===== config.mk =====
export PLATFORM = sky130hd
export DESIGN_NAME = bus_gate_keeper
export DESIGN_NICKNAME = d
export VERILOG_FILES = /design/src/rtl/bus_pkg.sv /design/src/rtl/bus_prio_enc.sv /design/src/rtl/bus_gate_keeper.sv
export SDC_FILE = /design/constraint.sdc
export NUM_CORES = 1
export LEC_CHECK = 0
export CAP_MARGIN = 30
export CORE_UTILIZATION = 57
export CTS_CLUSTER_DIAMETER = 200
export CTS_CLUSTER_SIZE = 12
export DETAILED_ROUTE_END_ITERATION = 10
export DONT_BUFFER_PORTS = 1
export PLACE_DENSITY = 0.77
export SLEW_MARGIN = 15
export SYNTH_ARGS = -nofsm -noshare
export SYNTH_HDL_FRONTEND = slang
export SYNTH_SLANG_ARGS = --single-unit
export TNS_END_PERCENT = 50

===== constraint.sdc =====
create_clock -name Clk -period 1.57 [get_ports Clk]
set_clock_uncertainty 0.05 [all_clocks]
set_input_delay 0.157 -clock Clk [delete_from_list [all_inputs] [get_ports Clk]]
set_output_delay 0.157 -clock Clk [all_outputs]
set_load 0.02 [all_outputs]

===== src/rtl/bus_pkg.sv =====
// Shared types and helpers for the gated datapath bus.
// Imported by the bus mux top level and its priority encoder.
package bus_pkg;

   typedef enum logic {
      BUS_STRICT   = 1'b0,
      BUS_PRIORITY = 1'b1
   } bus_mode_e;

   localparam int BUS_WIDTH = 16;
   localparam int BUS_NSRC  = 4;

   // True when at most one bit is set (zero counts as ok).
   function automatic logic onehot_ok(input logic [63:0] g);
      return (g & (g - 64'd1)) == 64'd0;
   endfunction

endpackage


===== src/rtl/bus_prio_enc.sv =====
// Lowest-index-wins priority encoder.
// Also reports whether any and more than one request is set.
module bus_prio_enc
   import bus_pkg::*;
#(
   parameter int N  = BUS_NSRC,
   parameter int IW = $clog2(N)
) (
   input  logic [N-1:0]  req,
   output logic [IW-1:0] idx,
   output logic          any,
   output logic          multi
);

   always_comb begin
      idx = '0;
      for (int i = N - 1; i >= 0; i--) begin
         if (req[i]) idx = IW'(i);
      end
   end

   assign any   = |req;
   assign multi = ~onehot_ok(64'(req));

endmodule


===== src/rtl/bus_gate_keeper.sv =====
// Zero-latency gated bus mux with a keeper register and
// contention status (sticky flag plus saturating counter).
module bus_gate_keeper
   import bus_pkg::*;
#(
   parameter int WIDTH     = BUS_WIDTH,
   parameter int NSRC      = BUS_NSRC,
   parameter int MODE      = 0,
   parameter int ERR_CNT_W = 8,
   parameter int IDX_W     = $clog2(NSRC)
) (
   input  logic                  Clk,
   input  logic                  Reset,
   input  logic [NSRC*WIDTH-1:0] src_data,
   input  logic [NSRC-1:0]       gate,
   input  logic                  clr_err,
   output logic [WIDTH-1:0]      bus_out,
   output logic                  bus_driven,
   output logic                  contention,
   output logic                  err_sticky,
   output logic [ERR_CNT_W-1:0]  err_count,
   output logic [IDX_W-1:0]      last_src
);

   localparam bit PRIO = (MODE == int'(BUS_PRIORITY));
   localparam logic [ERR_CNT_W-1:0] CNT_MAX = '1;

   logic [IDX_W-1:0]     win_idx;
   logic                 any_gate;
   logic                 multi_gate;
   logic [WIDTH-1:0]     win_data;

   logic [WIDTH-1:0]     keeper_q, keeper_d;
   logic [IDX_W-1:0]     last_q, last_d;
   logic                 sticky_q, sticky_d;
   logic [ERR_CNT_W-1:0] cnt_q, cnt_d;

   bus_prio_enc #(
      .N  (NSRC),
      .IW (IDX_W)
   ) u_enc (
      .req   (gate),
      .idx   (win_idx),
      .any   (any_gate),
      .multi (multi_gate)
   );

   always_comb begin
      win_data = '0;
      for (int i = 0; i < NSRC; i++) begin
         if (win_idx == IDX_W'(i)) win_data = src_data[i*WIDTH +: WIDTH];
      end
   end

   // Strict mode forces the bus to zero and leaves the keeper alone.
   always_comb begin
      bus_out  = keeper_q;
      keeper_d = keeper_q;
      last_d   = last_q;
      if (any_gate) begin
         if (multi_gate && !PRIO) begin
            bus_out = '0;
         end else begin
            bus_out  = win_data;
            keeper_d = win_data;
            last_d   = win_idx;
         end
      end
   end

   always_comb begin
      sticky_d = sticky_q;
      cnt_d    = cnt_q;
      if (clr_err) begin
         sticky_d = 1'b0;
         cnt_d    = '0;
      end
      if (multi_gate) begin
         sticky_d = 1'b1;
         if (clr_err)             cnt_d = ERR_CNT_W'(1);
         else if (cnt_q != CNT_MAX) cnt_d = cnt_q + ERR_CNT_W'(1);
      end
   end

   always_ff @(posedge Clk) begin
      if (Reset) begin
         keeper_q <= '0;
         last_q   <= '0;
         sticky_q <= 1'b0;
         cnt_q    <= '0;
      end else begin
         keeper_q <= keeper_d;
         last_q   <= last_d;
         sticky_q <= sticky_d;
         cnt_q    <= cnt_d;
      end
   end

   assign bus_driven = any_gate;
   assign contention = multi_gate;
   assign err_sticky = sticky_q;
   assign err_count  = cnt_q;
   assign last_src   = last_q;

endmodule


==> impl_metrics.prom, run 1 <==
# TYPE chip_impl_metric gauge
chip_impl_info{name="status",value="complete, no violations"} 1
chip_impl_metric{name="vdd.ir_drop.worst",unit="mV"} 0.4292
chip_impl_metric{name="fill_cells",unit=""} 296
chip_impl_metric{name="leakage",unit="nW"} 0.9175
chip_impl_metric{name="die_x",unit="um"} 61.06
chip_impl_metric{name="setup_total_negative_slack",unit="ps"} 0
chip_impl_metric{name="finalCriticalPeriod",unit="ps"} 1531
chip_impl_metric{name="placement.setup.worst_slack",unit="ps"} 62.63
chip_impl_metric{name="ctsLongestPathBuffers",unit=""} 2
chip_impl_metric{name="clkSinkCount",unit=""} 27
chip_impl_metric{name="fp.dieArea",unit="mm2"} 0.003728
chip_impl_metric{name="first_global_vias",unit=""} 1961
chip_impl_info{name="cts_tree",value="done"} 1
chip_impl_metric{name="placeable_core_region",unit="mm2"} 0.003337
chip_impl_metric{name="final_antenna_net_count",unit=""} 0
chip_impl_metric{name="net_count_after_synthesis",unit=""} 358
chip_impl_metric{name="ffs_latches_synth",unit=""} 27
chip_impl_metric{name="maxSlewHeadroom",unit="%"} 42.04
chip_impl_metric{name="insertion_delay",unit="ps"} 320
chip_impl_metric{name="place.port_buffers",unit=""} 0
chip_impl_metric{name="groute.usage.overall",unit="%"} 31.52
chip_impl_metric{name="global_route_wire_length_before_repair",unit="um"} 8887
chip_impl_metric{name="power.sequential.fraction",unit="%"} 51.1
chip_impl_metric{name="synth.distinct_cells",unit=""} 46
chip_impl_metric{name="arrival_time_worst_endpoint",unit="ps"} 1770
chip_impl_metric{name="grt_antenna_before_repair",unit=""} 0
chip_impl_metric{name="cap_violations",unit=""} 0
chip_impl_metric{name="drt_wl_total",unit="um"} 5765
chip_impl_metric{name="psw",unit="uW"} 466.5
chip_impl_metric{name="clockPowerShare",unit="%"} 21.3
chip_impl_metric{name="worst_ep_required_time",unit="ps"} 1810
chip_impl_info{name="layout_commonest_cell",value="nand2_1"} 1
chip_impl_metric{name="synth_largest_type_area_fraction",unit="%"} 27.19
chip_impl_metric{name="initial_core_util",unit="%"} 59.58
chip_impl_info{name="final_cell_mix",value="nand2_1 (60), dfxtp_1 (27), a21oi_1 (23)"} 1
chip_impl_metric{name="switching_part_of_the_total_power",unit="%"} 31.70
chip_impl_info{name="synth_top_flop_cell",value="dfxtp_1"} 1
chip_impl_metric{name="finish.net_count",unit=""} 370
chip_impl_metric{name="post_route_clock_period_utilization",unit="%"} 97.53
chip_impl_metric{name="drt_iter0_markers",unit=""} 172
chip_impl_metric{name="grt.overflow.total",unit=""} 0
chip_impl_metric{name="drv_slew",unit=""} 0
chip_impl_metric{name="ys.warnings.count",unit=""} 0
chip_impl_info{name="yosys-top-cells-area",value="dfxtp_1 (27%), nand2_1 (13%), a311o_1 (7.6%), a211o_1 (7.5%), a21oi_1 (6.0%)"} 1
chip_impl_metric{name="timing.final.setup_violations",unit=""} 0
chip_impl_metric{name="fmax",unit="GHz"} 0.6530
chip_impl_metric{name="antenna-diode-count",unit=""} 0
chip_impl_metric{name="transition_time_at_the_pin_with_the_least_slew_margin",unit="ps"} 869.4
chip_impl_metric{name="avgViaCountPerCell",unit=""} 6.414
chip_impl_metric{name="internal_portion_of_total_power",unit="mW"} 1.005
chip_impl_metric{name="place_hpwl",unit="um"} 4008
chip_impl_info{name="unrepaired_setup_endpoints_after_global_routing",value="no"} 1
chip_impl_metric{name="synthesis.area",unit="mm2"} 0.001988
chip_impl_metric{name="drt-wirelength-per-cell",unit="um"} 16.81
chip_impl_metric{name="seq_area_frac_synth",unit="%"} 27.19
chip_impl_metric{name="cts_inserted_buffers",unit=""} 3
chip_impl_info{name="cp-start-kind",value="primary input"} 1
chip_impl_info{name="crit_path_end_kind",value="flip-flop"} 1
chip_impl_metric{name="p_per_area",unit="mW/mm2"} 622.2
chip_impl_metric{name="timing.final.hold_violations",unit=""} 0
chip_impl_metric{name="critical_path.max_fanout",unit=""} 26
chip_impl_metric{name="flow.area_growth_from_synthesis",unit="%"} 18.94
chip_impl_metric{name="drive_gt1_share",unit="%"} 14.81
chip_impl_info{name="grt_most_used_layer",value="met2"} 1
chip_impl_metric{name="placementRows",unit=""} 21
chip_impl_info{name="timing_worst_setup_path_type",value="primary input to flip-flop"} 1
chip_impl_metric{name="number_of_enable_flip_flop_cells_after_synthesis",unit=""} 0
chip_impl_info{name="clk_root_buffer_cell",value="clkbuf_4"} 1
chip_impl_metric{name="grt_util_met3",unit="%"} 9.034
chip_impl_metric{name="setup_ws_final",unit="ps"} 38.71
chip_impl_metric{name="count_of_unresolved_drc_violations_after_routing",unit=""} 0
chip_impl_metric{name="ff2ff_setup_slack",unit="ps"} 120
chip_impl_metric{name="report.power.total",unit="mW"} 1.471
chip_impl_metric{name="pin_count_of_the_biggest_net_entering_global_routing",unit=""} 46
chip_impl_metric{name="grt_util_met1",unit="%"} 40.68
chip_impl_metric{name="cts_htree_levels",unit=""} 1
chip_impl_metric{name="vias",unit=""} 2200
chip_impl_metric{name="combPwrFrac",unit="%"} 27.6
chip_impl_metric{name="syn_inst",unit=""} 286
chip_impl_metric{name="chipHeight",unit="um"} 61.06
chip_impl_metric{name="gp_congestion",unit=""} 0.9221
chip_impl_metric{name="clk_pin_slew",unit="ps"} 150
chip_impl_info{name="synthDominantAreaCellType",value="dfxtp_1"} 1
chip_impl_metric{name="groute.layer.met2.usage",unit="%"} 50.31
chip_impl_info{name="worstHoldPathType",value="primary input to flip-flop"} 1
chip_impl_metric{name="ys_async_sr_fraction",unit="%"} 0
chip_impl_metric{name="ios",unit=""} 100
chip_impl_metric{name="dr.pass1.iters",unit=""} 4
chip_impl_metric{name="mapped_avg_cell_area",unit="um2"} 6.952
logic make-up after synthesis:
logic type | Yosys count | share of synthesized area (%)
and+or+nand+nor | 133 | 31.59
AOI/OAI and AO/OA | 91 | 32.79
buffers and inverters | 33 | 7.363
DFF | 27 | 27.19
xor gates and xnor gates | 1 | 0.4406
adders and majority gates | 1 | 0.6292
final cells by class:
cell class	count	area (um2)	share of cell area (%)
multi-input combinational	226	1398	59.10
sequential	27	540.5	22.86
timing repair buffer	33	316.6	13.39
tap	46	57.56	2.434
clock buffer	4	26.28	1.111
inverter	7	26.28	1.111
worst max-delay path, cell delays in order:
cell	delay, ps
nand2b_1	170
buf_12	160
a311o_1	300
a211o_1	310
a21oi_1	120
dlygate4sd3_1	550
repair_timing:
action	CTS	global route
hold endpoints to repair	25	0
endpoints found under the setup margin	0	8
hold buffers	10	0
resized for setup	0	8
buffers inserted	0	0
metrics by stage:
step / utilization, % / std cells / hold WS [ps] / area [um2]
after floorplan: - / 286 / 183.8 / 2066
after global placement: 65.62 / 329 / 179.0 / 2190
after detailed placement: 65.62 / 329 / 180.4 / 2190
after CTS: 69.40 / 343 / 8.025 / 2316
after global routing: 70.87 / 343 / 21.76 / 2365
final: 70.87 / 343 / 13.40 / 2365
worst paths after layout:
path	start	endpoint	cells after the start
min reg2reg	keeper_q[11]	keeper_q[11]	2
max	gate[2]	keeper_q[1]	6
max reg2reg	err_count[5]	err_count[4]	4
min	clr_err	err_count[0]	2
routing by layer:
| layer | share of wire (%) | vias to the layer above |
|---|---|---|
| li1 | - | 1052 |
| met4 | 1.7 | 0 |
| met5 | 0 | - |
| met3 | 8.8 | 12 |
| met1 | 42 | 1020 |
| met2 | 48 | 116 |
cell usage after synthesis, types with 4 or more instances:
library cell and n:
inv_1 6, o21ai_0 18, dfxtp_1 27, nor2_1 18
nor2b_1 16, a311o_1 15, a21oi_1 24, nor4_1 4
nand2_1 70, buf_2 9, a211o_1 17, clkbuf_1 14
state kept, by name, summed over array words and instances (netlist names):
register / count
err_sticky: 1
keeper_q: 16
last_src: 2
err_count: 8
power groups by stage:
stage	clock network, mW	logic [mW]	registers [mW]
floorplan	0	0.321	0.769
global placement	0	0.357	0.765
detailed placement	0	0.363	0.766
CTS	0.317	0.397	0.751
global route	0.347	0.445	0.759
finish	0.313	0.407	0.752
(Power assumes the default switching activity.)
==> run 2: changes to the inputs <==
Settings changed: CTS_BUF_LIST from default to sky130_fd_sc_hd__clkbuf_16.
==> run 2 against run 1 <==
Critical path depth down 1. Cell count down 2.3%. Die area unchanged. Global-route usage shrank 0.38 points. Highest routed layer unchanged. Core utilization fell by 1.9 points. Combinational power down 5.7%. Register-to-register slack better by 20 ps.
==> impl_metrics.prom, run 2 (synthesized netlist as in run 1, its figures left out) <==
# TYPE chip_impl_metric gauge
chip_impl_metric{name="drv_slew",unit=""} 0
chip_impl_metric{name="dr.pass1.iters",unit=""} 6
chip_impl_metric{name="final_antenna_net_count",unit=""} 0
chip_impl_metric{name="drt_wl_total",unit="um"} 5753
chip_impl_metric{name="grt_antenna_before_repair",unit=""} 0
chip_impl_metric{name="fp.dieArea",unit="mm2"} 0.003728
chip_impl_metric{name="pin_count_of_the_biggest_net_entering_global_routing",unit=""} 47
chip_impl_metric{name="worst-path-buf-inv",unit=""} 1
chip_impl_metric{name="placementRows",unit=""} 21
chip_impl_metric{name="largest_reg_flops",unit=""} 16
chip_impl_metric{name="ff2ff_setup_slack",unit="ps"} 140
chip_impl_metric{name="placeable_core_region",unit="mm2"} 0.003337
chip_impl_metric{name="chipHeight",unit="um"} 61.06
chip_impl_info{name="crit_path_end_kind",value="primary output"} 1
chip_impl_info{name="critical_path.reg2reg.endpoint",value="err_count[4]"} 1
chip_impl_metric{name="cts_htree_levels",unit=""} 1
chip_impl_metric{name="finalCriticalPeriod",unit="ps"} 1513
chip_impl_metric{name="first_global_vias",unit=""} 1908
chip_impl_metric{name="global_route_wire_length_before_repair",unit="um"} 8763
chip_impl_metric{name="leakage",unit="nW"} 0.8820
chip_impl_metric{name="drive_gt1_share",unit="%"} 14.53
chip_impl_metric{name="transition_time_at_the_pin_with_the_least_slew_margin",unit="ps"} 996.5
chip_impl_info{name="clk_root_buffer_cell",value="clkbuf_16"} 1
chip_impl_info{name="worstHoldPathType",value="primary input to flip-flop"} 1
chip_impl_info{name="max_flop_register",value="keeper_q"} 1
chip_impl_metric{name="postCtsSetupBuffers",unit=""} 0
chip_impl_metric{name="r2r.worst_path.cells",unit=""} 4
chip_impl_metric{name="vdd.ir_drop.worst",unit="mV"} 0.5244
chip_impl_info{name="final_cell_mix",value="nand2_1 (60), dfxtp_1 (27), a21oi_1 (24)"} 1
chip_impl_metric{name="groute.usage.overall",unit="%"} 31.14
chip_impl_metric{name="ctsLongestPathBuffers",unit=""} 2
chip_impl_metric{name="multi_input_comb_area",unit="mm2"} 0.001369
chip_impl_metric{name="die_x",unit="um"} 61.06
chip_impl_info{name="layout_commonest_cell",value="nand2_1"} 1
chip_impl_metric{name="worst_hold_slack",unit="ps"} 2.963
chip_impl_metric{name="ios",unit=""} 100
chip_impl_metric{name="cts_inserted_buffers",unit=""} 3
chip_impl_metric{name="maxSlewHeadroom",unit="%"} 33.35
chip_impl_info{name="cp-start-kind",value="primary input"} 1
chip_impl_metric{name="post_route_clock_period_utilization",unit="%"} 96.39
chip_impl_metric{name="count_of_unresolved_drc_violations_after_routing",unit=""} 0
chip_impl_metric{name="fill_cells",unit=""} 308
chip_impl_metric{name="cap_violations",unit=""} 0
chip_impl_info{name="crit_path_start",value="gate[2]"} 1
chip_impl_metric{name="initial_core_util",unit="%"} 59.58
chip_impl_metric{name="p_per_area",unit="mW/mm2"} 749.2
chip_impl_metric{name="timing.final.hold_violations",unit=""} 0
chip_impl_info{name="timing_worst_setup_path_type",value="primary input to primary output"} 1
chip_impl_metric{name="avgViaCountPerCell",unit=""} 6.564
chip_impl_metric{name="cp_num_cells",unit=""} 5
chip_impl_metric{name="drt-wirelength-per-cell",unit="um"} 17.17
chip_impl_metric{name="finish.net_count",unit=""} 362
chip_impl_info{name="cts_tree",value="done"} 1
chip_impl_info{name="status",value="complete, no violations"} 1
chip_impl_metric{name="insertion_delay",unit="ps"} 260
chip_impl_metric{name="place.port_buffers",unit=""} 0
chip_impl_metric{name="place_hpwl",unit="um"} 4008
chip_impl_metric{name="flow.area_growth_from_synthesis",unit="%"} 15.80
chip_impl_metric{name="fmax",unit="GHz"} 0.6608
chip_impl_metric{name="grt.overflow.total",unit=""} 0
chip_impl_info{name="critPathCapture",value="bus_out[6]"} 1
chip_impl_info{name="crit-reg2reg-launch",value="err_count[5]"} 1
chip_impl_metric{name="worst_ep_required_time",unit="ps"} 1360
chip_impl_metric{name="critical_path.max_fanout",unit=""} 27
chip_impl_info{name="critical_path.top_delay_family",value="simple AND/OR/NAND/NOR gates"} 1
chip_impl_metric{name="clkSinkCount",unit=""} 27
chip_impl_metric{name="timing.final.setup_violations",unit=""} 0
chip_impl_metric{name="arrival_time_worst_endpoint",unit="ps"} 1310
chip_impl_metric{name="vias",unit=""} 2199
chip_impl_metric{name="seqCellArea",unit="um2"} 540.5
chip_impl_info{name="timing.critical_path.cells",value="or4b_1, buf_4, nor2_1, a211o_1, nand2_2"} 1
chip_impl_metric{name="gp_congestion",unit=""} 0.9221
chip_impl_metric{name="clk_pin_slew",unit="ps"} 70
chip_impl_metric{name="critical-path-max-stage-delay",unit="ps"} 560
chip_impl_metric{name="antenna-diode-count",unit=""} 0
chip_impl_metric{name="drt_iter0_markers",unit=""} 173
chip_impl_metric{name="setup_total_negative_slack",unit="ps"} 0
chip_impl_info{name="crit_path_top_delay_cell",value="or4b_1"} 1
## run 2: area by class of cell
class,instances,share of cell area [%]
clock inverters,1,0.1630
repair buffers,25,10.00
flip-flops and latches,27,23.48
multi-input cells,226,59.46
inverters,7,1.141
clock buffers,3,3.261
well taps,46,2.500
## run 2: how the worst min path moves through the flow
stage / startpoint / to / slack (ps) / depth (start not counted)
after floorplan: clr_err / err_count[6] / 180 / 1
after global placement: Reset / keeper_q[12] / 180 / 1
after detailed placement: Reset / keeper_q[12] / 180 / 1
after CTS: gate[1] / last_src[0] / 7 / 2
after global routing: gate[1] / last_src[0] / 20 / 2
final: gate[1] / last_src[0] / 3 / 2
## run 2: layer usage
metal,GRT usage (%),up-vias,wire length (um)
li1,-,1036,-
met1,42.04,1013,2338
met2,47.83,138,2674
met3,9.244,12,634
met4,10.06,0,106
met5,0,-,0
## run 2: per-stage QoR
step / cells / total power [mW] / instance area [um2] / utilization [%] / worst slack [ps]
floorplan: 286 / 1.090 / 2066 / - / -22.41
global placement: 329 / 1.122 / 2190 / 65.62 / 88.74
detailed placement: 329 / 1.129 / 2190 / 65.62 / 62.63
CTS: 335 / 1.717 / 2288 / 68.58 / 38.64
global route: 335 / 1.796 / 2302 / 68.99 / -0.9297
finish: 335 / 1.725 / 2302 / 68.99 / 56.74
## run 2: power breakdown
part / switching [mW] / leakage [nW] / internal [mW] / total (mW)
clock network: 0.248 / 0.0423 / 0.342 / 0.589
logic: 0.220 / 0.619 / 0.165 / 0.384
registers: 0.0287 / 0.220 / 0.722 / 0.751
total: 0.496 / 0.882 / 1.23 / 1.72
## run 2: repair_timing
action	in CTS	in global routing
hold buffers	2	0
endpoints found under the setup margin	0	3
hold endpoints to repair	23	0
gates resized for setup	0	2
